**src/rtl/approx_mult_pkg.sv**
```systemverilog
// rtl/approx_mult_pkg.sv - shared level encodings and constants for the approximate multiplier
package approx_mult_pkg;

  typedef logic [1:0] lvl_t;

  localparam lvl_t LVL_EXACT = 2'd0;
  localparam lvl_t LVL_1     = 2'd1;
  localparam lvl_t LVL_2     = 2'd2;
  localparam lvl_t LVL_3     = 2'd3;

  localparam logic [7:0] MODE_RST = 8'b10_11_11_11;
  localparam int         LAT      = 3;

  function automatic lvl_t mode_lvl(input logic [7:0] mode, input int q);
    return mode[2*q +: 2];
  endfunction

endpackage

```
**src/rtl/approx_pp.sv**
```systemverilog
// rtl/approx_pp.sv - one H x H quadrant multiplier with level-driven low-bit truncation
module approx_pp
  import approx_mult_pkg::*;
#(
  parameter int H = 4
) (
  input  logic [H-1:0]   a,
  input  logic [H-1:0]   b,
  input  lvl_t           lvl,
  output logic [2*H-1:0] t
);

  // each level step clears W/8 = H/4 low bits of the exact product
  localparam int STEP = H / 4;

  logic [2*H-1:0] p;
  logic [2*H-1:0] mask;
  int unsigned    sh;

  always_comb begin
    p = {{H{1'b0}}, a} * {{H{1'b0}}, b};
    case (lvl)
      LVL_EXACT: sh = 0;
      LVL_1:     sh = STEP;
      LVL_2:     sh = 2 * STEP;
      default:   sh = 3 * STEP;
    endcase
    mask = {(2*H){1'b1}} << sh;
    t    = p & mask;
  end

endmodule

```
**src/rtl/approx_mult_pipe.sv**
```systemverilog
// rtl/approx_mult_pipe.sv - three-stage approximate unsigned multiplier with per-quadrant truncation
module approx_mult_pipe
  import approx_mult_pkg::*;
#(
  parameter int W     = 8,
  parameter int CNT_W = 16
) (
  input  logic             clk,
  input  logic             rst_n,
  input  logic             in_valid,
  output logic             in_ready,
  input  logic [W-1:0]     in_a,
  input  logic [W-1:0]     in_b,
  input  logic             cfg_we,
  input  logic [7:0]       cfg_mode,
  output logic             out_valid,
  input  logic             out_ready,
  output logic [2*W-1:0]   out_r,
  output logic [CNT_W-1:0] op_count
);

  localparam int H = W / 2;

  if (W < 8 || (W % 8) != 0) begin : g_bad_w
    $error("approx_mult_pipe: W must be a positive multiple of 8");
  end

  logic           en;
  logic [7:0]     mode_q;

  logic           s1_v;
  logic [W-1:0]   s1_a;
  logic [W-1:0]   s1_b;
  logic [7:0]     s1_mode;

  logic [H-1:0]   qa [4];
  logic [H-1:0]   qb [4];
  logic [W-1:0]   pp_t [4];

  logic           s2_v;
  logic [W-1:0]   s2_t [4];
  logic [2*W-1:0] sum;

  assign en       = !out_valid || out_ready;
  assign in_ready = en;

  // the mode register is independent of the pipeline enable
  always_ff @(posedge clk or negedge rst_n) begin
    if (!rst_n) begin
      mode_q <= MODE_RST;
    end else if (cfg_we) begin
      mode_q <= cfg_mode;
    end
  end

  always_ff @(posedge clk or negedge rst_n) begin
    if (!rst_n) begin
      s1_v    <= 1'b0;
      s1_a    <= '0;
      s1_b    <= '0;
      s1_mode <= MODE_RST;
    end else if (en) begin
      s1_v <= in_valid;
      if (in_valid) begin
        s1_a    <= in_a;
        s1_b    <= in_b;
        s1_mode <= mode_q;
      end
    end
  end

  assign qa[0] = s1_a[H-1:0];
  assign qb[0] = s1_b[H-1:0];
  assign qa[1] = s1_a[H-1:0];
  assign qb[1] = s1_b[W-1:H];
  assign qa[2] = s1_a[W-1:H];
  assign qb[2] = s1_b[H-1:0];
  assign qa[3] = s1_a[W-1:H];
  assign qb[3] = s1_b[W-1:H];

  for (genvar q = 0; q < 4; q++) begin : g_pp
    approx_pp #(.H(H)) u_pp (
      .a   (qa[q]),
      .b   (qb[q]),
      .lvl (mode_lvl(s1_mode, q)),
      .t   (pp_t[q])
    );
  end

  always_ff @(posedge clk or negedge rst_n) begin
    if (!rst_n) begin
      s2_v <= 1'b0;
      for (int q = 0; q < 4; q++) begin
        s2_t[q] <= '0;
      end
    end else if (en) begin
      s2_v <= s1_v;
      if (s1_v) begin
        for (int q = 0; q < 4; q++) begin
          s2_t[q] <= pp_t[q];
        end
      end
    end
  end

  assign sum = (2*W)'(s2_t[0])
             + ((2*W)'(s2_t[1]) << H)
             + ((2*W)'(s2_t[2]) << H)
             + ((2*W)'(s2_t[3]) << W);

  always_ff @(posedge clk or negedge rst_n) begin
    if (!rst_n) begin
      out_valid <= 1'b0;
      out_r     <= '0;
    end else if (en) begin
      out_valid <= s2_v;
      if (s2_v) begin
        out_r <= sum;
      end
    end
  end

  always_ff @(posedge clk or negedge rst_n) begin
    if (!rst_n) begin
      op_count <= '0;
    end else if (out_valid && out_ready && (op_count != {CNT_W{1'b1}})) begin
      op_count <= op_count + CNT_W'(1);
    end
  end

endmodule

```
**config.mk**
```make
export PLATFORM = sky130hd
export DESIGN_NAME = approx_mult_pipe
export DESIGN_NICKNAME = d
export VERILOG_FILES = /design/src/rtl/approx_mult_pkg.sv /design/src/rtl/approx_pp.sv /design/src/rtl/approx_mult_pipe.sv
export SDC_FILE = /design/constraint.sdc
export NUM_CORES = 1
export LEC_CHECK = 0
export ABC_AREA = 1
export CELL_PAD_IN_SITES_DETAIL_PLACEMENT = 1
export CELL_PAD_IN_SITES_GLOBAL_PLACEMENT = 1
export CORE_MARGIN = 2
export CORE_UTILIZATION = 35
export CTS_BUF_LIST = sky130_fd_sc_hd__clkbuf_16
export DETAILED_ROUTE_END_ITERATION = 7
export PLACE_DENSITY = 0.65
export SYNTH_ARGS = -nofsm -noshare
export SYNTH_HDL_FRONTEND = slang
export SYNTH_SLANG_ARGS = --single-unit
```
**constraint.sdc**
```tcl
create_clock -name clk -period 5.67 [get_ports clk]
set_clock_uncertainty 0.05 [all_clocks]
set_input_delay 0.567 -clock clk [delete_from_list [all_inputs] [get_ports clk]]
set_output_delay 0.567 -clock clk [all_outputs]
set_load 0.02 [all_outputs]
```
Yosys cells after proc, flatten, opt, wreduce, memory -nomap -nowiden
Index checks and enable logic that the tools add are counted.
- register bits after elaboration: 99
- latch bits: 0
- bits in writable memories: 0
- bits in read-only memories: 0
- input bits: 29
- output and inout bits: 34
- word-level logic and storage cells: 53
- memories kept: 0
- $add $sub $neg: 4
- multiply operators: 4
- div/mod/pow operators: 0
- $lt $le $gt $ge: 0
- equal/unequal tests: 9
- shift-type cells: 4
- multiplexer cells: 4
- bitwise gates (word level): 4
- reduce and logical (&&, ||, !) cells: 11
- operator list (kind ; count):
    $and A8 B8 Y8 ; 4
    $mul A4 B4 Y8 ; 4
    $shl A8 B2 Y8 const A ; 4
    $pmux W2 S3 ; 4
    $add A14 B16 Y16 ; 1
    $add A16 B1 Y16 const B ; 1
    $ne A16 B16 Y1 const B ; 1
    $add A13 B12 Y14 ; 1
    $add A8 B12 Y13 ; 1
    $eq A2 B1 Y1 const B ; 4
    $eq A2 B2 Y1 const B ; 4
    $logic_not A2 Y1 ; 4
    $reduce_and A2 Y1 ; 3
    $logic_and A1 B1 Y1 ; 2
    $logic_not A1 Y1 ; 1
    $logic_or A1 B1 Y1 ; 1

Logic depth before layout (Yosys ltp)
- depth in word-level cells: 4
- depth in mapped cells: 15
- depth with buffers taken out: 14

Hierarchy
A second synthesis with hierarchy kept.
- cell total of the unflattened synthesis: 769
- area, all modules: 6656.4 µm²
- modules (own cells, without submodules) (module ; times used ; cells an instance ; area each (µm²) ; sequential area each (µm²)):
    approx_mult_pipe ; 1 ; 481 ; 4769.6 ; 2494.9
    approx_pp ; 4 ; 72 ; 471.7 ; 0.0

Least setup slack after synthesis
Ideal clock, no wire load.
- path kind: reg-to-reg
- start: register s1_a[0]
- end: register s2_t[22] (netlist bit)
- library setup time: 0.127 ns
- data arrival time: 2.671 ns
- data required time: 5.493 ns
- path slack: 2.822 ns
- stages on the path, launching flop included: 11
- path buffers: 1
- period minus slack after synthesis: 2.848 ns
- path through: dfrtp_1 -> clkbuf_1 -> nand2_1 -> fa_1 -> inv_1 -> fa_1 -> inv_1 -> fa_1 -> o21ai_0 -> xnor2_1 -> o21ai_0
- cells in the longest elaborated chain, start to end: 2
- RTL lines (element ; RTL line ; text):
    from (decl) ; approx_mult_pipe.sv:32 ; logic [W-1:0] s1_a;
    from (signal assigned) ; approx_mult_pipe.sv:65 ; s1_a <= in_a;
    $mul A4 B4 Y8 ; approx_pp.sv:21 ; p = {{H{1'b0}}, a} * {{H{1'b0}}, b};
    $and A8 B8 Y8 ; approx_pp.sv:29 ; t = p & mask;
    to (signal, indexed assignment) ; approx_mult_pipe.sv:100 ; s2_t[q] <= pp_t[q];
    to (decl) ; approx_mult_pipe.sv:41 ; logic [W-1:0] s2_t [4];
Every way passes these cells.
A chain may end at the register's enable or synchronous reset.

Worst setup path after layout
Ends and elaborated chain as after synthesis.

==> results.ini <==
[detailed_routing]
ant_nets=0
topRoutingLayerUsed=met4
avgRoutedWirePerCell_um=15.1
drc=0
first_pass_iters=4
dr.first_iter.drc_count=254
met1_length_um=7790
viasPerCell=4.85
routed_wirelength_um=16500
vias=5297
wl_met3_um=584
dr_wl_met2_um=7910

[cells_and_area]
stdcell_area_um2=7690
final_common_cell=nand2_1
multiInputGateArea_um2=3540
syn2layout_area_growth_pct=16.2
seq_area_um2=2490
drive_gt1_share_pct=7.93
final_cell_mix=nand2_1 (262), inv_1 (114), dfrtp_1 (85)
fillers=2234
diodes=0
final_nets=964

[synthesis]
synth.distinct_cells=34
synthArstFlopShare_pct=100
synth_xor_area_share_pct=2.65
syn-cell-area_um2=6620
synthCells=808
synthAdderAreaFrac_pct=18.3
synth-edff-count=0
ys_ff_latch=99
synth_compound_area_share_pct=5.78
synth_simple_gate_area_share_pct=23.9
synth_warnings=0
syn_nets=919
avgSynthCellArea_um2=8.20
yosysSeqAreaShare_pct=37.7
synth_top_family_by_area=simple AND/OR/NAND/NOR gates
ys.flop_type=dfrtp_1
muxShareOfSynthArea_pct=2.72

[clock_network]
cts_resized=0
clock_sinks=99
path_clk_slew_ns=0.08
numCtsBuffers=9
tritoncts=done
cts_setup_buffers=0
holdBufCountCts=0
cts_root_buf=clkbuf_16
clkLatencyLatePin_ns=0.36
clk_path_buf_depth=2
cts_max_level=3

[die]
ioPinCount=63
dieArea_um2=20000
fp.dieW_um=142
row_count=50
coreArea_um2=18600
dieHeight_um=142
start_util_pct=35.5

[global_routing]
grt_pass1_wl_um=27500
grt_max_degree=52
grt_overflow_total=0
antenna_found_initial=0
first_global_vias=5617
track_usage_pct=17.4

[placement]
port_buffers=62
place_area_um2=7400
dpl_worst_slack_ns=2.73
finalWeightedCongestion=0.870
dp_hpwl_um=12900

[power]
powerDensity_nw_per_um2=514
ir_worst_vdd_v=0.000175
p_leak_nw=3.99

[sta]
final.setup.worst_slack_ns=2.74
post-route-min-period_ns=2.93
max_slew.worst_pin.slew_ns=0.657
max_freq_mhz=342
tns_ns=0
hold_violations=0
setup_viol=0
drv_slew=0
rsz0062_at_grt=false
layout_worst_path_cycle_share_pct=51.6
slew_headroom_pct=56.2

[worst_setup_path]
worstPathArrival_ns=3.10
ff2ff_path_depth=9
worstSetupPathType=reg -> reg
worstSetupStartpointType=flip-flop
cp-end-kind=flip-flop
cp_max_fo=9
crit_required_ns=5.85

[run_status]
status=completed

[hold_path]
hold_class=in -> async

[flow_run]
max_cap_viol_count=0

[stage by stage]
step | hold slack [ns] | cells | util, % | power [mW]
2_1_floorplan | 0.221 | 808 | - | 2.69
3_3_place_gp | 0.405 | 1076 | 39.7 | 3.28
3_5_place_dp | 0.412 | 1076 | 39.7 | 3.36
4_1_cts | 0.185 | 1092 | 41.3 | 4.03
5_1_grt | 0.211 | 1092 | 41.3 | 4.38
6_report | 0.161 | 1092 | 41.3 | 3.95
[where the power goes]
group / leakage (nW) / switching (mW) / internal (mW)
clock: 0.143 / 0.322 / 0.312
combinational: 2.63 / 1.26 / 0.874
sequential: 1.22 / 0.239 / 0.950
[path summary, 6_finish.rpt]
path / startpoint / to / slack [ns]
max reg2reg: s1_a[0] / s2_t[22] / 2.74
min: rst_n / out_r[12] / 0.16
min in group clk: out_r[6] / out_r[6] / 0.42
max: s1_a[0] / s2_t[22] / 2.74
min reg2reg: out_r[6] / out_r[6] / 0.42
max in group asynchronous: rst_n / op_count[9] / 4.31
[registers in the layout (all words and copies together) (netlist names)]
signal and count:
op_count 16, s1_v 1, s2_t 32, mode_q 8
out_valid 1, out_r 16, s2_v 1, s1_a 8
s1_mode 8, s1_b 8
[cell type report]
class / instances / area share (%)
clock buffers: 9 / 2.93
clock inverters: 7 / 0.943
inverters: 117 / 5.71
multi-input cells: 562 / 46.0
flip-flops and latches: 99 / 32.4
well taps: 234 / 3.80
repair buffers: 64 / 8.23
[worst max-delay path, stage by stage, from the launching register on]
cell,delay (ns)
dfrtp_1,0.50
nand2_1,0.13
fa_1,0.54
inv_1,0.05
fa_1,0.55
inv_1,0.07
fa_1,0.45
o21ai_0,0.23
xnor2_1,0.14
o21ai_0,0.08
[logic make-up after synthesis]
group,Yosys count
AOI/OAI and AO/OA,70
DFF,99
xor gates and xnor gates,20
and+or+nand+nor,374
buffers and inverters,147
adders and majority gates,82
muxes,16
[per-layer routing]
layer | vias up | GRT usage, %
met5 | - | 0
met4 | 0 | 5.47
met3 | 13 | 2.36
met2 | 85 | 29.7
met1 | 2567 | 23.0
li1 | 2632 | -
[cells in the mapped netlist (2+ instances only)]
cell,n,area [um2]
nand2_1,262,983
inv_1,114,428
dfrtp_1,85,2130
ha_1,57,713
o21ai_0,48,240
nand3_1,44,220
nor2_1,30,113
fa_1,25,500
clkbuf_1,19,71.3
mux2_2,16,180
nand4_1,16,100
dfstp_2,14,368
xor2_1,13,114
a21oi_1,11,55.1
nand3b_1,7,52.6
xnor2_1,7,61.3
buf_2,6,30.0
o21ai_2,5,43.8
buf_6,4,45.0
nor3_1,4,20.0
inv_2,3,11.3
nor2_4,3,33.8
nand2_2,2,12.5
nor3_2,2,20.0
or2_2,2,12.5
Note: power is estimated with default switching activity, not from simulation.
